### src/rtl/bin_to_bcd_digits.sv
// bin_to_bcd_digits
// Sequential binary-to-BCD converter (shift-add-3 / double dabble), one
// input bit per clock. Feeds the 8-digit seven-segment scanner; display
// outputs are double-buffered and change only when a conversion completes.
//
// Build option: define BCD_LEADING_ZERO_BLANK_EN to blank leading zero
// digits through the enable mask (digit 0 always enabled). Undefined, all
// eight digits are always enabled.
//
// Ports:
//   clk     system clock, posedge
//   rst     synchronous active-high reset
//   value   unsigned binary operand, sampled on an accepted start
//   start   conversion request, accepted only while idle
//   busy    high from the cycle after an accepted start until done
//   done    one-cycle completion pulse, outputs update on the same edge
//   digits  BCD digits, digits[0] least significant (AN0)
//   en      per-digit enable mask, bit i gates digits[i]
//   ovf     last accepted value exceeded 99_999_999
//
// state  | meaning
// IDLE   | waiting for start, outputs hold last result
// SHIFT  | one add-3/shift step per clock, WIDTH steps total
// FINISH | publish digits/en/ovf, pulse done
module bin_to_bcd_digits #(
    parameter int WIDTH = 27
) (
    input  logic                  clk,
    input  logic                  rst,
    input  logic [WIDTH-1:0]      value,
    input  logic                  start,
    output logic                  busy,
    output logic                  done,
    output logic [7:0][3:0]       digits,
    output logic [7:0]            en,
    output logic                  ovf
);

    localparam int CNT_W = (WIDTH < 2) ? 1 : $clog2(WIDTH);
    localparam logic [CNT_W-1:0] CNT_LAST = CNT_W'(WIDTH - 1);

`ifdef BCD_LEADING_ZERO_BLANK_EN
    localparam logic [7:0] EN_RST = 8'h01;
`else
    localparam logic [7:0] EN_RST = 8'hff;
`endif

    typedef enum logic [1:0] {
        IDLE   = 2'd0,
        SHIFT  = 2'd1,
        FINISH = 2'd2
    } state_t;

    state_t           state;
    state_t           state_nxt;
    logic [WIDTH-1:0] shreg;
    logic [31:0]      acc;
    logic [31:0]      acc_adj;
    logic [CNT_W-1:0] cnt;
    logic             ovf_pend;
    logic [7:0]       en_calc;

    // State register
    always_ff @(posedge clk) begin
        if (rst) begin
            state <= IDLE;
        end else begin
            state <= state_nxt;
        end
    end

    // Next-state logic
    always_comb begin
        state_nxt = state;
        case (state)
            IDLE:    if (start) state_nxt = SHIFT;
            SHIFT:   if (cnt == CNT_LAST) state_nxt = FINISH;
            FINISH:  state_nxt = IDLE;
            default: state_nxt = IDLE;
        endcase
    end

    // FSM outputs
    always_comb begin
        busy = (state != IDLE);
    end

    // Add-3 correction ahead of each shift so every nibble stays a valid
    // BCD digit after doubling.
    always_comb begin
        acc_adj = acc;
        for (int i = 0; i < 8; i++) begin
            if (acc[i*4 +: 4] >= 4'd5) begin
                acc_adj[i*4 +: 4] = acc[i*4 +: 4] + 4'd3;
            end
        end
    end

    // Enable mask for a normal (non-overflow) result.
    always_comb begin
        en_calc = 8'hff;
`ifdef BCD_LEADING_ZERO_BLANK_EN
        begin
            logic lead;
            lead = 1'b0;
            for (int i = 7; i >= 1; i--) begin
                lead       = lead | (acc[i*4 +: 4] != 4'd0);
                en_calc[i] = lead;
            end
            en_calc[0] = 1'b1;
        end
`endif
    end

    // Datapath and double-buffered display outputs
    always_ff @(posedge clk) begin
        if (rst) begin
            shreg    <= '0;
            acc      <= '0;
            cnt      <= '0;
            ovf_pend <= 1'b0;
            done     <= 1'b0;
            digits   <= '0;
            en       <= EN_RST;
            ovf      <= 1'b0;
        end else begin
            done <= 1'b0;
            case (state)
                IDLE: begin
                    if (start) begin
                        shreg    <= value;
                        acc      <= '0;
                        cnt      <= '0;
                        ovf_pend <= (32'(value) > 32'd99_999_999);
                    end
                end
                SHIFT: begin
                    acc   <= {acc_adj[30:0], shreg[WIDTH-1]};
                    shreg <= shreg << 1;
                    cnt   <= cnt + 1'b1;
                end
                FINISH: begin
                    done <= 1'b1;
                    if (ovf_pend) begin
                        // 4'hF is the scanner's blank code: all-dark display
                        digits <= '1;
                        en     <= 8'hff;
                        ovf    <= 1'b1;
                    end else begin
                        digits <= acc;
                        en     <= en_calc;
                        ovf    <= 1'b0;
                    end
                end
                default: ;
            endcase
        end
    end

endmodule
### config.mk
export PLATFORM = sky130hd
export DESIGN_NAME = bin_to_bcd_digits
export DESIGN_NICKNAME = d
export VERILOG_FILES = /design/src/rtl/bin_to_bcd_digits.sv
export SDC_FILE = /design/constraint.sdc
export NUM_CORES = 1
export LEC_CHECK = 0
export CAP_MARGIN = 10
export CELL_PAD_IN_SITES_DETAIL_PLACEMENT = 1
export CELL_PAD_IN_SITES_GLOBAL_PLACEMENT = 2
export CORE_UTILIZATION = 37
export DETAILED_ROUTE_END_ITERATION = 8
export DONT_BUFFER_PORTS = 1
export GPL_TIMING_DRIVEN = 0
export PLACE_DENSITY_LB_ADDON = 0.05
export SYNTH_ARGS = -nofsm -noshare
export SYNTH_HDL_FRONTEND = slang
export SYNTH_SLANG_ARGS = --single-unit
### constraint.sdc
create_clock -name clk -period 1.9 [get_ports clk]
set_input_delay 0.285 -clock clk [delete_from_list [all_inputs] [get_ports clk]]
set_output_delay 0.285 -clock clk [all_outputs]
set_load 0.02 [all_outputs]
# After elaboration in Yosys (flattened, before gate mapping)
# Cells that the tools add are included.
# totals
ff_bits	101
inputBits	30
out_inout_bits	43
elab_cells	64
# op_classes
n_addsub	9
magnitude_cmp	9
n_eq_ne	5
n_mux	20
reduce_logical	6
# op_table
cell	count
32-bit two-way mux	2
32-bit case mux with 2 select lines	1
27-bit case mux with 2 select lines	1
4-bit by 3-bit >= comparator with 1-bit output, second input constant	8
4-bit by 2-bit adder with 4-bit output, second input constant	7
4-bit two-way mux	7
27-bit > comparator, second input constant	1
27-bit two-way mux	1
5-bit case mux with 2 select lines	1
2-bit AND reduction	3
5-bit by 1-bit adder with 5-bit output, second input constant	1
5-bit == test, second input constant	1
5-bit two-way mux	1
2-bit two-way mux	2
2-bit != test, second input constant	2
2-bit case mux with 2 select lines	1
2-bit nonzero test	2
3-bit by 2-bit adder with 3-bit output, second input constant	1
3-bit two-way mux	1
2-bit by 1-bit == test with 1-bit output, second input constant	1
2-bit == test, second input constant	1
2-bit logical NOT	1
1-bit two-way mux	2

# Logic depth before layout (Yosys ltp)
# depth
depth_word	3
ltp_mapped	6
ltp_nobuf	6

# Worst setup path before layout
# OpenSTA, ideal clock, no wires.
# synth_timing
path_type	reg-to-reg
from	reg acc[17]
to	reg acc[18]
setup_ns	0.117
arrival_ns	1.254
required_ns	1.783
path_slack_ns	0.530
stages_incl_launch_ff	7
n_path_buf	0
period_less_slack_ns	1.370
cell_sequence	dfxtp_1 inv_1 ha_1 nand2b_1 a21oi_1 mux2i_1 a22o_1
# synth_via
elab_chain_len	3
elab_cells_between_ends	4
cone_classes	add/sub (1); order compare (1); mux (2)
# synth_rtl
item	line	text
from (decl)	57	logic [31:0] acc;
from (signal assigned)	138	acc <= {acc_adj[30:0], shreg[WIDTH-1]};
4-bit by 2-bit adder with 4-bit output or 4-bit by 3-bit >= comparator with 1-bit output (tied branches)	94, 93	
4-bit two-way mux *	93	if (acc[i*4 +: 4] >= 4'd5) begin
32-bit case mux with 2 select lines *	128	case (state)
# Every way passes the cells marked *; elsewhere a longest branch is shown, timed or not.
# A chain may end at the register's enable or synchronous reset.

# Worst setup path in the final report
# layout_timing
from	reg state[0]
to	reg acc[1]
# layout_via
elab_chain_len	3
elab_cells_between_ends	6
cone_classes	eq/ne (2); mux (1); reduce/logical (3)
# layout_rtl
item	line	text
from (decl)	54	state_t state;
from (signal assigned)	68	state <= state_nxt;
2-bit by 1-bit == test with 1-bit output or 2-bit logical NOT (tied branches)	128	
2-bit nonzero test (no source line) or 2-bit != test (tied branches)	n/a	
2-bit AND reduction (no source line)	n/a	
# Several ways; a longest one is shown, not always the timed one.

==> Flow_metrics.wiki <==
{| class="wikitable"
! Metric !! Value
|-
| Combinational power share || 7.4%
|-
| Ratio of cells with drive above 1 in the final layout || 7.86%
|-
| Most used flip-flop cell after synthesis || dfxtp_1
|-
| Mapped cell area || 4430 µm²
|-
| Area fraction of the dominant cell type after synthesis || 45.7%
|-
| Cell-internal power || about 3.4 mW
|-
| Max FO, Critical Path || 10
|-
| Layout area overhead || 12.1%
|-
| Worst rel slew slack || about three fifths
|-
| Share of total power in the clock network || 44.2%
|-
| Share of the yosys chip area belonging to registers || 45.7%
|-
| Mean instance size in the synthesized netlist || 8.24 µm²
|-
| Clock H-tree levels || 3
|-
| Sink Count || between 100 and 150
|-
| Number of detailed-routing iterations run before antenna repair || 6
|-
| Horizontal die dimension || 111 µm
|-
| Die outline area || approximately 12,000 µm²
|-
| Final worst-path cycle share || 87.5%
|-
| Clock Latency Late Sink || 350 ps
|-
| Total GRT Usage || approximately 20%
|-
| Placed standard-cell area || 4630 µm²
|-
| Power spent charging and discharging nets || 1.10 mW
|-
| DRT Wirelength || 11,800 µm
|-
| Share of synthesized flip-flops with an asynchronous set or reset || 0%
|-
| CTS tree || done
|-
| Largest area contributor in the synthesized netlist || dfxtp_1
|-
| I/O pin count || 73
|-
| Wire length per cell after detailed routing || approximately 17 µm
|-
| RSZ-0062 raised after global routing || no
|-
| Final Cell Area || 4960 µm²
|-
| Path type of the worst setup path || reg2reg
|-
| Final hold violation count || 0
|-
| Reported leakage power || 1.87 nW
|-
| Final weighted congestion in routability-driven placement || 0.759
|-
| Cell types with the largest area share after synthesis || dfxtp_1 (46%), nor2_1 (6.8%), o21ai_0 (5.9%), nand2_1 (5.3%), ha_1 (5.1%)
|-
| Antenna Nets Post-Route || 0
|-
| Highest achievable clock rate || 601 MHz
|-
| Type of element launching the critical path || flip-flop
|-
| Arrival time at the worst endpoint || 1940 ps
|-
| Sw Ratio || 24.2%
|-
| Pin count of the biggest net entering global routing || 16
|-
| Port-buffer cells || 0
|-
| GR Overflow Total || 0
|-
| Total of flip-flops plus latches after synthesis || ~100
|-
| Register clock-pin slew on the reported worst setup and hold paths || 70 ps
|-
| Clock buffer depth || 2
|-
| Final-layout setup total negative slack || 0 ps
|-
| Min Clock Period, post-route || 1660 ps
|-
| Proportion of power drawn by flip-flops and latches || ~49%
|-
| Master cell of the clock root buffer || clkbuf_16
|-
| Post-synthesis instance total || 537
|-
| Sum of net half-perimeters after detailed placement || roughly 8600 µm
|-
| Cell row count || 39
|-
| Actual transition at the worst max-transition pin || 620 ps
|-
| Starting Density || 38.4%
|-
| Vias || between 3,000 and 4,000
|-
| Inserted Clock Buffers || 9
|-
| Netlist cell types || 39
|-
| Vias in the first global route || 3,745
|-
| Number of antenna violations at the first check in global routing || 0
|-
| Setup WS post-layout || 237 ps
|-
| DRC errors left || 16
|-
| Number of synthesized flops with an enable pin || 0
|-
| Run status || complete, but fails checks
|-
| Synthesis warning total || 0
|-
| Number of max-slew violations in the final report || 0
|-
| Fill cell instance count of the final layout || around 1,400
|-
| Setup Skew || 7.60 ps
|-
| Nets || 603
|-
| Type of the worst min-delay path || in2reg
|-
| Kind of capture point of the worst setup path || flip-flop
|-
| Worst vdd rail ir drop || between 0.0004 and 0.0005 V
|-
| Die boundary height || roughly 110 µm
|-
| Most common cell in the synthesized netlist || dfxtp_1
|-
| Global-route wire length before repair || ~20,000 µm
|-
| Via count normalized by instance count || 5.25
|-
| 1st-iter DRT viols || ~130
|-
| Count of final setup violators || 0
|-
| Data required time at the worst endpoint || 2180 ps
|-
| Number of max-cap violations || 0
|-
| Post-place setup slack || 3.71 ps
|-
| Antenna cells || 0
|-
| Violated checks || design-rule violations
|-
| Fin util || 43.1%
|-
| Synth cell count leaders || dfxtp_1 (101), nor2_1 (80), nand2_1 (62)
|-
| Core region area || between 10,000 and 15,000 µm²
|-
| Power density normalized to cell area || about 900 nW/µm²
|}
-- placed cells by master (no fill, tap or decap), types with 2 or more instances in the layout --
cell         n
nand4b_1     2
or3_1        4
mux2i_1      9
ha_1        18
nand2b_1    11
clkbuf_16    9
a22o_1       9
o21ai_0     52
nand2_1     62
inv_1       18
clkbuf_1    15
xor2_1       7
o31ai_1      4
conb_1       8
nor2_1      80
a21oi_1     36
nor3_1       7
xnor2_1      8
buf_2       18
dfxtp_1    101
clkbuf_8     4
nor4_1      14
o32ai_1      3
a22oi_1     14
nand4_1      2
or2_1        2
nor2b_1      2
nand3_1     13
o21ai_1      4
a32o_1       3
buf_4        8
-- power groups by stage --
stage	sequential, mW	clock, mW	combinational, mW
final	2.20	2.01	0.335
after global routing	2.21	2.12	0.378
after CTS	2.20	2.04	0.339
after detailed placement	2.25	0	0.338
after global placement	2.25	0	0.333
after floorplan	2.24	0	0.242
-- cell type report --
class	count	area, µm²	area share, %
multi-input combinational	383	2160	43.5
tap	143	179	3.61
buffer	42	211	4.26
inverter	18	67.6	1.36
clock buffer	14	284	5.73
clock inverter	2	38.8	0.782
sequential	101	2020	40.8
-- cells by family after synthesis --
group,after synthesis,share of synthesized area [%]
multiplexers,9,2.04
adder cells (fa/ha/maj),18,5.09
buffers and inverters,60,6.28
other,1,0.0847
AO/OA/AOI/OAI,129,17.3
AND/OR/NAND/NOR,204,20.6
XOR/XNOR,15,2.97
flip-flops,101,45.7
-- registers in the layout (all words and copies together) (netlist names) --
register / cells
ovf: 1
cnt: 5
acc: 32
digits: 32
ovf_pend: 1
state: 2
shreg: 27
done: 1
-- critical path, stage by stage, from the launching register on --
cell and delay (ps):
dfxtp_1 470, nor2b_1 170, buf_2 190, nand2b_1 220, clkbuf_2 330, o21ai_0 220
-- path summary, 6_finish.rpt --
path / cells past startpoint / slack [ps] / end / from
worst min register to register: 2 / 460 / shreg[1] / shreg[1]
worst max-delay path: 5 / 240 / acc[1] / state[0]
worst max register to register: 5 / 240 / acc[1] / state[0]
worst min-delay path: 2 / 70 / shreg[0] / value[0]
-- through the flow --
step / total power [mW] / hold WS (ps) / std cells
global route: 4.71 / 87.9 / 703
finish: 4.54 / 66.9 / 703
global placement: 2.58 / 425 / 687
floorplan: 2.48 / 421 / 544
detailed placement: 2.59 / 433 / 687
CTS: 4.58 / 58.1 / 703
-- timing repair --
| action | 4_1_cts | 5_1_grt |
|---|---|---|
| gates cloned | 0 | 0 |
| buffers inserted | 0 | 0 |
| pin swaps | 0 | 0 |
| hold buffers | 0 | 0 |
| endpoints found under the setup margin | 1 | 4 |
| gates resized for setup | 1 | 1 |
-- routing by layer --
metal / up-vias / routed length [µm] / track usage, %
met5: - / 0 / 0
met4: 0 / 202 / 8.83
met1: 1748 / 5540 / 26.1
met3: 10 / 628 / 5.01
li1: 1855 / - / -
met2: 79 / 5450 / 32.2
(Power assumes the default switching activity.)
